## src/rtl/pong_pkg.sv

```systemverilog
// rtl/pong_pkg.sv - shared widths, types, FSM states and screen defaults for the pong engine
package pong_pkg;

    localparam int X_W          = 10;
    localparam int Y_W          = 9;
    localparam int CALC_W       = 12;
    localparam int VEL_W        = 6;
    localparam int DEF_SCREEN_W = 640;
    localparam int DEF_SCREEN_H = 480;

    typedef logic signed [CALC_W-1:0] coord_t;
    typedef logic signed [VEL_W-1:0]  vel_t;

    typedef enum logic [2:0] {
        ST_IDLE,
        ST_PADDLES,
        ST_BALL,
        ST_COLLIDE,
        ST_WALLS,
        ST_COMMIT
    } state_t;

    function automatic coord_t abs_c(input coord_t v);
        return (v < 0) ? -v : v;
    endfunction

    function automatic vel_t abs_v(input vel_t v);
        return (v < 0) ? -v : v;
    endfunction

    function automatic coord_t widen_x(input logic [X_W-1:0] v);
        return coord_t'({{(CALC_W-X_W){1'b0}}, v});
    endfunction

    function automatic coord_t widen_y(input logic [Y_W-1:0] v);
        return coord_t'({{(CALC_W-Y_W){1'b0}}, v});
    endfunction

endpackage

```

## src/rtl/pong_paddle_step.sv

```systemverilog
// rtl/pong_paddle_step.sv - one-frame move and clamp of a single paddle; PONG_SPIN_EN exposes the y-move sign
module pong_paddle_step
    import pong_pkg::*;
#(
    parameter int SCREEN_W     = DEF_SCREEN_W,
    parameter int SCREEN_H     = DEF_SCREEN_H,
    parameter int PAD_HW       = 25,
    parameter int PAD_HH       = 33,
    parameter int PADDLE_SPEED = 2,
    parameter bit RIGHT_SIDE   = 1'b0
)(
    input  logic [X_W-1:0] cur_x,
    input  logic [Y_W-1:0] cur_y,
    input  logic           up,
    input  logic           down,
    input  logic           left,
    input  logic           right,
    output logic [X_W-1:0] next_x,
    output logic [Y_W-1:0] next_y
`ifdef PONG_SPIN_EN
    ,
    output logic signed [1:0] dy_sign
`endif
);

    // each side is confined to its own half of the court
    localparam coord_t LO_X = coord_t'(RIGHT_SIDE ? SCREEN_W/2 + PAD_HW : PAD_HW);
    localparam coord_t HI_X = coord_t'(RIGHT_SIDE ? SCREEN_W - 1 - PAD_HW : SCREEN_W/2 - 1 - PAD_HW);
    localparam coord_t LO_Y = coord_t'(PAD_HH);
    localparam coord_t HI_Y = coord_t'(SCREEN_H - 1 - PAD_HH);
    localparam coord_t SPD  = coord_t'(PADDLE_SPEED);

    coord_t x_s, y_s, x_m, y_m;

    always_comb begin
        x_s = widen_x(cur_x);
        y_s = widen_y(cur_y);
        x_m = x_s;
        y_m = y_s;
        if (right && !left)
            x_m = x_s + SPD;
        else if (left && !right)
            x_m = x_s - SPD;
        if (down && !up)
            y_m = y_s + SPD;
        else if (up && !down)
            y_m = y_s - SPD;
        if (x_m < LO_X)
            x_m = LO_X;
        else if (x_m > HI_X)
            x_m = HI_X;
        if (y_m < LO_Y)
            y_m = LO_Y;
        else if (y_m > HI_Y)
            y_m = HI_Y;
    end

    assign next_x = x_m[X_W-1:0];
    assign next_y = y_m[Y_W-1:0];

`ifdef PONG_SPIN_EN
    assign dy_sign = (y_m > y_s) ? 2'sd1 : ((y_m < y_s) ? -2'sd1 : 2'sd0);
`endif

endmodule

```

## src/rtl/pong_engine.sv

```systemverilog
// rtl/pong_engine.sv - frame-tick pong game-state engine with atomic commit; PONG_SPIN_EN adds paddle spin
module pong_engine
    import pong_pkg::*;
#(
    parameter int SCREEN_W         = DEF_SCREEN_W,
    parameter int SCREEN_H         = DEF_SCREEN_H,
    parameter int PADDLES_PER_SIDE = 1,
    parameter int PAD_HW           = 25,
    parameter int PAD_HH           = 33,
    parameter int BALL_HW          = 10,
    parameter int BALL_HH          = 15,
    parameter int PADDLE_SPEED     = 2,
    parameter int BALL_SPEED       = 2,
    parameter int MAX_VY           = 4,
    parameter int HOME_X           = 80,
    parameter int LANE_GAP         = 120,
    parameter int GOAL_HALF_H      = 40,
    parameter int SERVE_FRAMES     = 60,
    parameter int SCORE_W          = 4
)(
    input  logic                                clk,
    input  logic                                reset,
    input  logic                                frame_tick,
    input  logic [2*PADDLES_PER_SIDE-1:0]       btn_up,
    input  logic [2*PADDLES_PER_SIDE-1:0]       btn_down,
    input  logic [2*PADDLES_PER_SIDE-1:0]       btn_left,
    input  logic [2*PADDLES_PER_SIDE-1:0]       btn_right,
    output logic [2*PADDLES_PER_SIDE*X_W-1:0]   pad_x,
    output logic [2*PADDLES_PER_SIDE*Y_W-1:0]   pad_y,
    output logic [X_W-1:0]                      ball_x,
    output logic [Y_W-1:0]                      ball_y,
    output logic [SCORE_W-1:0]                  score_l,
    output logic [SCORE_W-1:0]                  score_r,
    output logic                                goal_l,
    output logic                                goal_r,
    output logic                                busy,
    output logic                                update_done
);

    localparam int     NP         = 2*PADDLES_PER_SIDE;
    localparam int     IDX_W      = $clog2(NP);
    localparam int     SERVE_W    = $clog2(SERVE_FRAMES + 1);
    localparam coord_t HIT_DX     = coord_t'(BALL_HW + PAD_HW);
    localparam coord_t HIT_DY     = coord_t'(BALL_HH + PAD_HH);
    localparam coord_t C_BALL_HW  = coord_t'(BALL_HW);
    localparam coord_t C_BALL_HH  = coord_t'(BALL_HH);
    localparam coord_t BOTTOM_LIM = coord_t'(SCREEN_H - 1);
    localparam coord_t RIGHT_LIM  = coord_t'(SCREEN_W - 1);
    localparam coord_t MID_X      = coord_t'(SCREEN_W/2);
    localparam coord_t MID_Y      = coord_t'(SCREEN_H/2);
    localparam coord_t GOAL_H     = coord_t'(GOAL_HALF_H);
    localparam vel_t   SPEED      = vel_t'(BALL_SPEED);
    localparam vel_t   MAX_V      = vel_t'(MAX_VY);

    state_t state, state_nxt;

    logic [IDX_W-1:0]   coll_idx;
    logic [SERVE_W-1:0] serve_cnt;
    logic [X_W-1:0]     pad_x_q [NP];
    logic [Y_W-1:0]     pad_y_q [NP];
    logic [X_W-1:0]     sh_px   [NP];
    logic [Y_W-1:0]     sh_py   [NP];
    logic [X_W-1:0]     step_x  [NP];
    logic [Y_W-1:0]     step_y  [NP];
    coord_t             sh_bx, sh_by;
    vel_t               vx_q, vy_q, sh_vx, sh_vy;
`ifdef PONG_SPIN_EN
    logic signed [1:0]  step_dy [NP];
    logic signed [1:0]  sh_dy   [NP];
`endif

    function automatic logic [X_W-1:0] home_x(input int p);
        int k;
        k = p / 2;
        return (p % 2 == 0) ? X_W'(HOME_X + k*LANE_GAP) : X_W'(SCREEN_W - HOME_X - k*LANE_GAP);
    endfunction

    generate
        for (genvar p = 0; p < NP; p++) begin : g_pad
            pong_paddle_step #(
                .SCREEN_W     (SCREEN_W),
                .SCREEN_H     (SCREEN_H),
                .PAD_HW       (PAD_HW),
                .PAD_HH       (PAD_HH),
                .PADDLE_SPEED (PADDLE_SPEED),
                .RIGHT_SIDE   (p % 2 == 1)
            ) u_step (
                .cur_x   (pad_x_q[p]),
                .cur_y   (pad_y_q[p]),
                .up      (btn_up[p]),
                .down    (btn_down[p]),
                .left    (btn_left[p]),
                .right   (btn_right[p]),
                .next_x  (step_x[p]),
                .next_y  (step_y[p])
`ifdef PONG_SPIN_EN
                ,
                .dy_sign (step_dy[p])
`endif
            );
            assign pad_x[p*X_W +: X_W] = pad_x_q[p];
            assign pad_y[p*Y_W +: Y_W] = pad_y_q[p];
        end
    endgenerate

    always_ff @(posedge clk) begin
        if (!reset)
            state <= ST_IDLE;
        else
            state <= state_nxt;
    end

    always_comb begin
        state_nxt = state;
        case (state)
            ST_IDLE:    if (frame_tick) state_nxt = ST_PADDLES;
            ST_PADDLES: state_nxt = ST_BALL;
            ST_BALL:    state_nxt = ST_COLLIDE;
            ST_COLLIDE: if (coll_idx == IDX_W'(NP-1)) state_nxt = ST_WALLS;
            ST_WALLS:   state_nxt = ST_COMMIT;
            ST_COMMIT:  state_nxt = ST_IDLE;
            default:    state_nxt = ST_IDLE;
        endcase
    end

    assign busy        = (state != ST_IDLE);
    assign update_done = (state == ST_COMMIT);

    coord_t px_sel, py_sel;
    logic   hit;
    vel_t   hit_vx, hit_vy;

    // sign is forced, not flipped, so a ball still overlapping next frame cannot oscillate
    always_comb begin
        px_sel = widen_x(sh_px[coll_idx]);
        py_sel = widen_y(sh_py[coll_idx]);
        hit    = (abs_c(sh_bx - px_sel) < HIT_DX) && (abs_c(sh_by - py_sel) < HIT_DY);
        hit_vx = coll_idx[0] ? -abs_v(sh_vx) : abs_v(sh_vx);
`ifdef PONG_SPIN_EN
        hit_vy = sh_vy + vel_t'(sh_dy[coll_idx]);
`else
        hit_vy = sh_vy;
`endif
        if (hit_vy > MAX_V)
            hit_vy = MAX_V;
        else if (hit_vy < -MAX_V)
            hit_vy = -MAX_V;
    end

    coord_t w_bx, w_by;
    vel_t   w_vx, w_vy;
    logic   w_goal_l, w_goal_r;

    always_comb begin
        w_bx     = sh_bx;
        w_by     = sh_by;
        w_vx     = sh_vx;
        w_vy     = sh_vy;
        w_goal_l = 1'b0;
        w_goal_r = 1'b0;
        if (sh_by - C_BALL_HH <= 0) begin
            w_by = C_BALL_HH;
            w_vy = abs_v(sh_vy);
        end else if (sh_by + C_BALL_HH >= BOTTOM_LIM) begin
            w_by = BOTTOM_LIM - C_BALL_HH;
            w_vy = -abs_v(sh_vy);
        end
        if (sh_bx + C_BALL_HW >= RIGHT_LIM) begin
            if (abs_c(w_by - MID_Y) < GOAL_H) begin
                w_goal_l = 1'b1;
            end else begin
                w_bx = RIGHT_LIM - C_BALL_HW;
                w_vx = -abs_v(sh_vx);
            end
        end else if (sh_bx - C_BALL_HW <= 0) begin
            if (abs_c(w_by - MID_Y) < GOAL_H) begin
                w_goal_r = 1'b1;
            end else begin
                w_bx = C_BALL_HW;
                w_vx = abs_v(sh_vx);
            end
        end
        // serve heads toward the side that just conceded
        if (w_goal_l || w_goal_r) begin
            w_bx = MID_X;
            w_by = MID_Y;
            w_vx = w_goal_l ? SPEED : -SPEED;
            w_vy = SPEED;
        end
    end

    always_ff @(posedge clk) begin
        if (!reset) begin
            for (int p = 0; p < NP; p++) begin
                pad_x_q[p] <= home_x(p);
                pad_y_q[p] <= Y_W'(SCREEN_H/2);
                sh_px[p]   <= home_x(p);
                sh_py[p]   <= Y_W'(SCREEN_H/2);
`ifdef PONG_SPIN_EN
                sh_dy[p]   <= 2'sd0;
`endif
            end
            ball_x    <= X_W'(SCREEN_W/2);
            ball_y    <= Y_W'(SCREEN_H/2);
            vx_q      <= SPEED;
            vy_q      <= SPEED;
            sh_bx     <= MID_X;
            sh_by     <= MID_Y;
            sh_vx     <= SPEED;
            sh_vy     <= SPEED;
            score_l   <= '0;
            score_r   <= '0;
            serve_cnt <= '0;
            coll_idx  <= '0;
            goal_l    <= 1'b0;
            goal_r    <= 1'b0;
        end else begin
            goal_l <= 1'b0;
            goal_r <= 1'b0;
            case (state)
                ST_PADDLES: begin
                    for (int p = 0; p < NP; p++) begin
                        sh_px[p] <= step_x[p];
                        sh_py[p] <= step_y[p];
`ifdef PONG_SPIN_EN
                        sh_dy[p] <= step_dy[p];
`endif
                    end
                    sh_bx    <= widen_x(ball_x);
                    sh_by    <= widen_y(ball_y);
                    sh_vx    <= vx_q;
                    sh_vy    <= vy_q;
                    coll_idx <= '0;
                end
                ST_BALL: begin
                    if (serve_cnt != '0) begin
                        serve_cnt <= serve_cnt - 1'b1;
                    end else begin
                        sh_bx <= sh_bx + coord_t'(sh_vx);
                        sh_by <= sh_by + coord_t'(sh_vy);
                    end
                end
                ST_COLLIDE: begin
                    if (hit) begin
                        sh_vx <= hit_vx;
                        sh_vy <= hit_vy;
                    end
                    coll_idx <= coll_idx + 1'b1;
                end
                ST_WALLS: begin
                    for (int p = 0; p < NP; p++) begin
                        pad_x_q[p] <= sh_px[p];
                        pad_y_q[p] <= sh_py[p];
                    end
                    ball_x <= w_bx[X_W-1:0];
                    ball_y <= w_by[Y_W-1:0];
                    vx_q   <= w_vx;
                    vy_q   <= w_vy;
                    goal_l <= w_goal_l;
                    goal_r <= w_goal_r;
                    if (w_goal_l && score_l != {SCORE_W{1'b1}})
                        score_l <= score_l + 1'b1;
                    if (w_goal_r && score_r != {SCORE_W{1'b1}})
                        score_r <= score_r + 1'b1;
                    if (w_goal_l || w_goal_r)
                        serve_cnt <= SERVE_W'(SERVE_FRAMES);
                end
                default: ;
            endcase
        end
    end

endmodule

```

## config.mk

```make
export PLATFORM = sky130hd
export DESIGN_NAME = pong_engine
export DESIGN_NICKNAME = d
export VERILOG_FILES = /design/src/rtl/pong_pkg.sv /design/src/rtl/pong_paddle_step.sv /design/src/rtl/pong_engine.sv
export SDC_FILE = /design/constraint.sdc
export NUM_CORES = 1
export LEC_CHECK = 0
export CORE_MARGIN = 4
export CORE_UTILIZATION = 55
export CTS_BUF_LIST = sky130_fd_sc_hd__clkbuf_8
export DETAILED_ROUTE_END_ITERATION = 16
export PLACE_DENSITY = 0.77
export SYNTH_ARGS = -nofsm -noshare
export SYNTH_HDL_FRONTEND = slang
export SYNTH_SLANG_ARGS = --single-unit
```

## constraint.sdc

```tcl
create_clock -name clk -period 8.9 [get_ports clk]
set_input_delay 1.78 -clock clk [delete_from_list [all_inputs] [get_ports clk]]
set_output_delay 1.78 -clock clk [all_outputs]
set_load 0.1 [all_outputs]
```

Word level (Yosys, flattened, before mapping)
Memories as Yosys holds them, arrays and structs flattened. A register that Yosys moved wholly into a read port is not among the register bits. Cells that the tools add are included. W data, S select, Z words.

Register bits: 87. RAM bits: 76. Memories kept: 4.

Memory list: pad_x_q (depth 2, bits a word 10, rd ports 2, clocked after Yosys merged registers in 0, write ports 2, RTL line pong_engine.sv:59) `logic [X_W-1:0] pad_x_q [NP];`; sh_px (depth 2, bits a word 10, rd ports 3, clocked after Yosys merged registers in 1, write ports 2, RTL line pong_engine.sv:61) `logic [X_W-1:0] sh_px [NP];`; pad_y_q (depth 2, bits a word 9, rd ports 2, clocked after Yosys merged registers in 0, write ports 2, RTL line pong_engine.sv:60) `logic [Y_W-1:0] pad_y_q [NP];`; sh_py (depth 2, bits a word 9, rd ports 3, clocked after Yosys merged registers in 1, write ports 2, RTL line pong_engine.sv:62) `logic [Y_W-1:0] sh_py [NP];`.

Add/sub/neg operators: 28. Magnitude comparators: 22. Equal/unequal tests: 14. Multiplexer cells: 79. Bitwise gates (word level): 8. Reduce and logical (&&, ||, !) cells: 34.

Operators with widths (number): $mux W12 (15); $mux W10 (13); $mux W6 (18); $mux W9 (9); $lt A12 B7 Y1 const B (5); $pmux W12 S2 (2); $gt A12 B10 Y1 const B (3); $lt A12 B1 Y1 const B (3); $neg A12 Y12 (3); $pmux W6 S2 (3); $le A13 B1 Y1 const B (2); $sub A12 B5 Y13 const B (2); $add A12 B5 Y12 const B (2); $add A12 B6 Y12 (2); $neg A6 Y6 (4); $add A10 B2 Y11 const B (2); $sub A10 B2 Y11 const B (2); $add A9 B2 Y10 const B (2); $sub A9 B2 Y10 const B (2); $mux W1 (15); $pmux W3 S5 (1); $ge A12 B10 Y1 const B (1); $ge A12 B11 Y1 const B (1); $gt A12 B11 Y1 const B (1); other kinds (29) (72).

Longest topological paths before layout
Depth in word-level cells: 14. Mapped depth: 17.

Hierarchy
From an unflattened synthesis, not the netlist that was laid out.

Cells, all modules: 1463. Area, all modules: 12450.7 sq um.

Modules (own cells, without submodules): pong_engine (times used 1, cells each 1147, area an instance 10254.8 sq um, seq. area each 4043.9 sq um); pong_paddle_step (g_pad[1].u_step) (times used 1, cells each 168, area an instance 1127.3 sq um, seq. area each 0.0 sq um); pong_paddle_step (g_pad[0].u_step) (times used 1, cells each 148, area an instance 1068.5 sq um, seq. area each 0.0 sq um).

Worst setup path before layout
OpenSTA, ideal clock, no wires.

Kind: input to register. Start point: input btn_right[1]. End point: memory sh_px[1][8], data pin. Setup time: 254 ps. Arrival: 4195 ps. Data required time: 8646 ps. Slack: 4451 ps. Stages: 11. Path buffers: 1. Path through: clkbuf_1 -> nor4b_1 -> nand2_1 -> o31ai_1 -> xnor2_1 -> nand4b_1 -> a31o_2 -> a22oi_1 -> o221ai_1 -> nor2b_1 -> o21a_1.

RTL lines: start: declaration (RTL line pong_engine.sv:27) `input logic [2*PADDLES_PER_SIDE-1:0] btn_right,`; end: declaration (RTL line pong_engine.sv:61).

Worst setup path after layout
Start point: register sh_by[6]. End point: register score_l[3].

Longest elaborated chain between the ends: 12. Elaborated cells between the ends (all ways): 15. Those cells by class: add/sub: 4; order compare: 4; mux: 5; reduce/logical: 2.

RTL lines: start: declaration (RTL line pong_engine.sv:65) `coord_t sh_bx, sh_by;`; start signal: assignment (RTL line pong_engine.sv:230) `sh_by <= widen_y(ball_y);`; start signal: assignment (RTL line pong_engine.sv:240) `sh_by <= sh_by + coord_t'(sh_vy);`; $add A12 B5 Y12 (RTL line pong_engine.sv:164) `end else if (sh_by + C_BALL_HH >= BOTTOM_LIM) begin`; $ge A12 B10 Y1 (RTL line pong_engine.sv:164); $mux W12 (RTL line pong_engine.sv:164); $mux W12 (*) (RTL line pong_engine.sv:161) `if (sh_by - C_BALL_HH <= 0) begin`; $sub A12 B9 Y12 (*) (RTL line pong_engine.sv:169) `if (abs_c(w_by - MID_Y) < GOAL_H) begin`; $neg A12 Y12 or $lt A12 B1 Y1 (tied branches) (RTL line pong_pkg.sv:24) `return (v < 0) ? -v : v;`; $mux W12 (*) (RTL line pong_pkg.sv:24); $lt A12 B7 Y1 (*) (RTL line pong_engine.sv:169); $mux W1 (*) (RTL line pong_engine.sv:169); $mux W1 (*) (RTL line pong_engine.sv:168) `if (sh_bx + C_BALL_HW >= RIGHT_LIM) begin`; $logic_and A1 B1 Y1 (*) (RTL line pong_engine.sv:261) `if (w_goal_l && score_l != {SCORE_W{1'b1}})`; $reduce_and A2 Y1 (no source line) (*); end signal: assignment (RTL line pong_engine.sv:262) `score_l <= score_l + 1'b1;`; end: declaration (RTL line pong_engine.sv:32) `output logic [SCORE_W-1:0] score_l,`.

Every way passes the cells marked *; elsewhere a longest branch is shown, timed or not. A chain may end at the register's enable or synchronous reset.

==> flow_metrics.py <==
metrics = {
    "logic_synthesis": {
        "post_synth_num_cell_types": 91,
        "synth_top_cells_by_area": "sky130_fd_sc_hd__edfxtp_1, sky130_fd_sc_hd__dfxtp_1, sky130_fd_sc_hd__ha_1, sky130_fd_sc_hd__nand2_1, sky130_fd_sc_hd__o21ai_0",
        "synth.avg_cell_area_um2": 8.18,
        "synthesized_netlist_net_count": 1581,
        "number_of_enable_type_register_cells_in_the_synthesized_netlist": 76,
        "ys.flop_type": "sky130_fd_sc_hd__dfxtp_1",
        "asyncSetResetFlopFracSynth_pct": 0,
        "netlist_area_um2": 12300,
        "yosys.area.top_type_share_pct": 18.5,
        "yosys.cell_count.top_type": "sky130_fd_sc_hd__nand2_1",
        "synth_commonest_cells": "sky130_fd_sc_hd__nand2_1, sky130_fd_sc_hd__nor2_1, sky130_fd_sc_hd__o21ai_0, sky130_fd_sc_hd__a21oi_1, sky130_fd_sc_hd__dfxtp_1",
        "ys_ff_latch": 164,
        "synthDominantAreaCellType": "sky130_fd_sc_hd__edfxtp_1",
        "yosysWarnings": 0,
        "postSynthCellCount": 1506,
        "synth-seq-area-share_pct": 32.8,
    },
    "clock_network": {
        "cts-resized-gates": 0,
        "htreeDepth": 4,
        "clock_sink_count": 164,
        "cts_buffers": 17,
        "cts.reportedPaths.clkPinSlew_ns": 0.10,
        "clkLatencyLatePin_ns": 0.47,
        "clock_tree.buffer_depth": 2,
        "tritoncts": "yes",
        "cts_hold_buffers": 0,
        "post_cts.repair.setup_buffers": 0,
        "cts_root_buffer": "sky130_fd_sc_hd__clkbuf_8",
    },
    "route": {
        "vias_per_cell": 6.29,
        "detailedRoute.firstPassIterationCount": 6,
        "antenna_left": 0,
        "drc_errors": 0,
        "avgRoutedWirePerCell_um": 17.6,
        "wl_um": 32200,
        "drt_iter0_drc": 1066,
        "detailroute.via_count": 11500,
    },
    "cells_and_area": {
        "antenna-diode-count": 0,
        "area_growth_syn_to_layout_pct": 10.4,
        "filler_cell_count": 1939,
        "final_core_utilization_pct": 61.9,
        "nets": 1609,
        "final-seq-area_um2": 4040,
        "final_cell_area_um2": 13600,
        "final_layout_size_suffix_gt1_share_pct": 5.56,
        "multiInputGateArea_um2": 7700,
    },
    "power": {
        "irDropWorstVdd_mv": 0.132,
        "gate_power_share_pct": 30.3,
        "sequentialPowerShare_pct": 42.9,
        "power.internal_mw": 1.28,
        "p_leak_nw": 4.96,
        "p_clk_share_pct": 26.8,
        "net-switching-power_mw": 0.754,
        "power_density_nw_per_um2": 149,
        "netSwitchingFraction_pct": 37.1,
    },
    "floorplanning": {
        "start_util_pct": 56.1,
        "placement_rows": 54,
        "floorplan.die.height_um": 158,
        "fp.dieArea_um2": 24900,
        "die_boundary_width_um": 158,
        "placeableCoreArea_um2": 22000,
        "num_io_pins": 80,
    },
    "placed_design": {
        "detail_placement_hpwl_um": 22700,
        "gpl.final_weighted_congestion": 0.902,
        "portBuffers": 79,
        "detailed_place.area_um2": 13200,
    },
    "global_routing": {
        "groute.layer.met1.usage_pct": 35.9,
        "global_route.usage.met2_pct": 42.5,
        "antenna_found_initial": 0,
        "grt.met3_usage_pct": 3.14,
        "globalRoute.totalOverflow": 0,
        "grt.total_usage_pct": 25.9,
        "grt_start_max_net_pins": 49,
        "globalRoute.busiestLayer": "met2",
        "grt_pass1_wl_um": 53100,
        "first_global_vias": 10700,
    },
    "timing": {
        "layout_min_cycle_time_ns": 5.03,
        "clock-skew-final_ns": 0.0144,
        "maximum_clock_frequency_mhz": 199,
        "setup_violators_final": 0,
        "timing.slew.headroom_pct": 22.6,
        "timing.setup.tns_ns": 0,
        "grt_setup_unrepaired": "false",
        "final_min_period_over_clock_period_pct": 56.5,
        "slew_viol_final": 0,
        "timing_worst_slew_pin_value_ns": 1.16,
        "smallest_hold_slack_ns": 0.461,
        "finalHoldViolations": 0,
    },
    "worst_setup_path": {
        "timing.critical_path.fanout_max": 16,
        "crit_type": "flip-flop to flip-flop",
        "crit_path_end_kind": "flip-flop",
        "worst-endpoint-arrival_ns": 5.38,
        "crit_path_start_kind": "flip-flop",
        "critical_path_required_ns": 9.25,
    },
    "run_status": {
        "outcome": "completed",
    },
    "job": {
        "drv_cap": 0,
    },
    "min_path": {
        "worst_hold_path_type": "flip-flop to flip-flop",
    },
}
## layout make-up
class | instances | area share, %
repair buffers | 87 | 6.26
inverters | 72 | 1.99
well taps | 280 | 2.58
clock inverters | 15 | 1.06
clock buffers | 17 | 1.72
multi-input cells | 1192 | 56.6
flip-flops and latches | 164 | 29.8
## worst max-delay path, cell delays in order (launching register included)
cell and delay (ns):
sky130_fd_sc_hd__dfxtp_1 0.65, sky130_fd_sc_hd__nand2_1 0.20, sky130_fd_sc_hd__nor4_1 0.57, sky130_fd_sc_hd__nor2_1 0.25
sky130_fd_sc_hd__nor3b_1 0.30, sky130_fd_sc_hd__ha_1 0.37, sky130_fd_sc_hd__nand2_1 0.11, sky130_fd_sc_hd__o21ai_0 0.34
sky130_fd_sc_hd__a211oi_1 0.13, sky130_fd_sc_hd__o21ai_0 0.18, sky130_fd_sc_hd__nand4_1 0.70, sky130_fd_sc_hd__nor4_2 0.70
sky130_fd_sc_hd__nand4_1 0.18, sky130_fd_sc_hd__xor2_1 0.16, sky130_fd_sc_hd__nor2_1 0.05
## worst paths after layout
kind | start | to | slack (ns) | cells after the start
min | vx_q[0] | sh_vx[0] | 0.46 | 2
max reg2reg | sh_by[6] | score_l[3] | 3.87 | 14
min reg2reg | vx_q[0] | sh_vx[0] | 0.46 | 2
max | sh_by[6] | score_l[3] | 3.87 | 14
## sequential cells by signal (all words and copies together), names as in the netlist, 6 cells and up, named ones only
register	flops
serve_cnt	6
pad_x_q	20
sh_bx	12
sh_px	20
sh_by	12
vx_q	6
sh_py	18
ball_y	9
sh_vx	6
sh_vy	6
pad_y_q	18
vy_q	6
ball_x	10
## placed cells by master (no fill, tap or decap), types with 45 or more instances in the layout
master and n:
sky130_fd_sc_hd__nand2_1 159, sky130_fd_sc_hd__nor2_1 121, sky130_fd_sc_hd__o21ai_0 107, sky130_fd_sc_hd__a21oi_1 102, sky130_fd_sc_hd__dfxtp_1 88, sky130_fd_sc_hd__clkdlybuf4s50_1 79, sky130_fd_sc_hd__edfxtp_1 76, sky130_fd_sc_hd__inv_1 71
sky130_fd_sc_hd__ha_1 60, sky130_fd_sc_hd__nand3_1 55, sky130_fd_sc_hd__nor3_1 45
## kinds of logic after synthesis
family	after synthesis	share of synthesized area, %
muxes	39	3.22
adders and majority gates	64	6.75
DFF	164	32.8
other	1	0.0304
AOI/OAI and AO/OA	436	23.2
and+or+nand+nor	576	23.8
xor gates and xnor gates	76	5.47
buffers and inverters	150	4.69
## routing by layer
metal | vias up | share of wire, %
met3 | 52 | 5.6
met4 | 0 | 2.1
met2 | 374 | 47
met1 | 5460 | 46
met5 | - | 0
li1 | 5604 | -
## power groups by stage
stage | logic [mW] | registers, mW | clock network, mW
final | 0.615 | 0.870 | 0.544
after global routing | 0.682 | 0.875 | 0.580
after CTS | 0.608 | 0.869 | 0.548
after detailed placement | 0.603 | 0.885 | 0
after global placement | 0.590 | 0.885 | 0
after floorplan | 0.463 | 0.892 | 0
## through the flow
step / total power, mW / instances / setup WS, ns
after floorplan: 1.36 / 1506 / 4.45
after global placement: 1.47 / 1795 / 3.59
after detailed placement: 1.49 / 1795 / 3.46
after CTS: 2.02 / 1827 / 3.95
after global routing: 2.14 / 1827 / 3.36
final: 2.03 / 1827 / 3.87
Power figures use the tool's default switching activity.
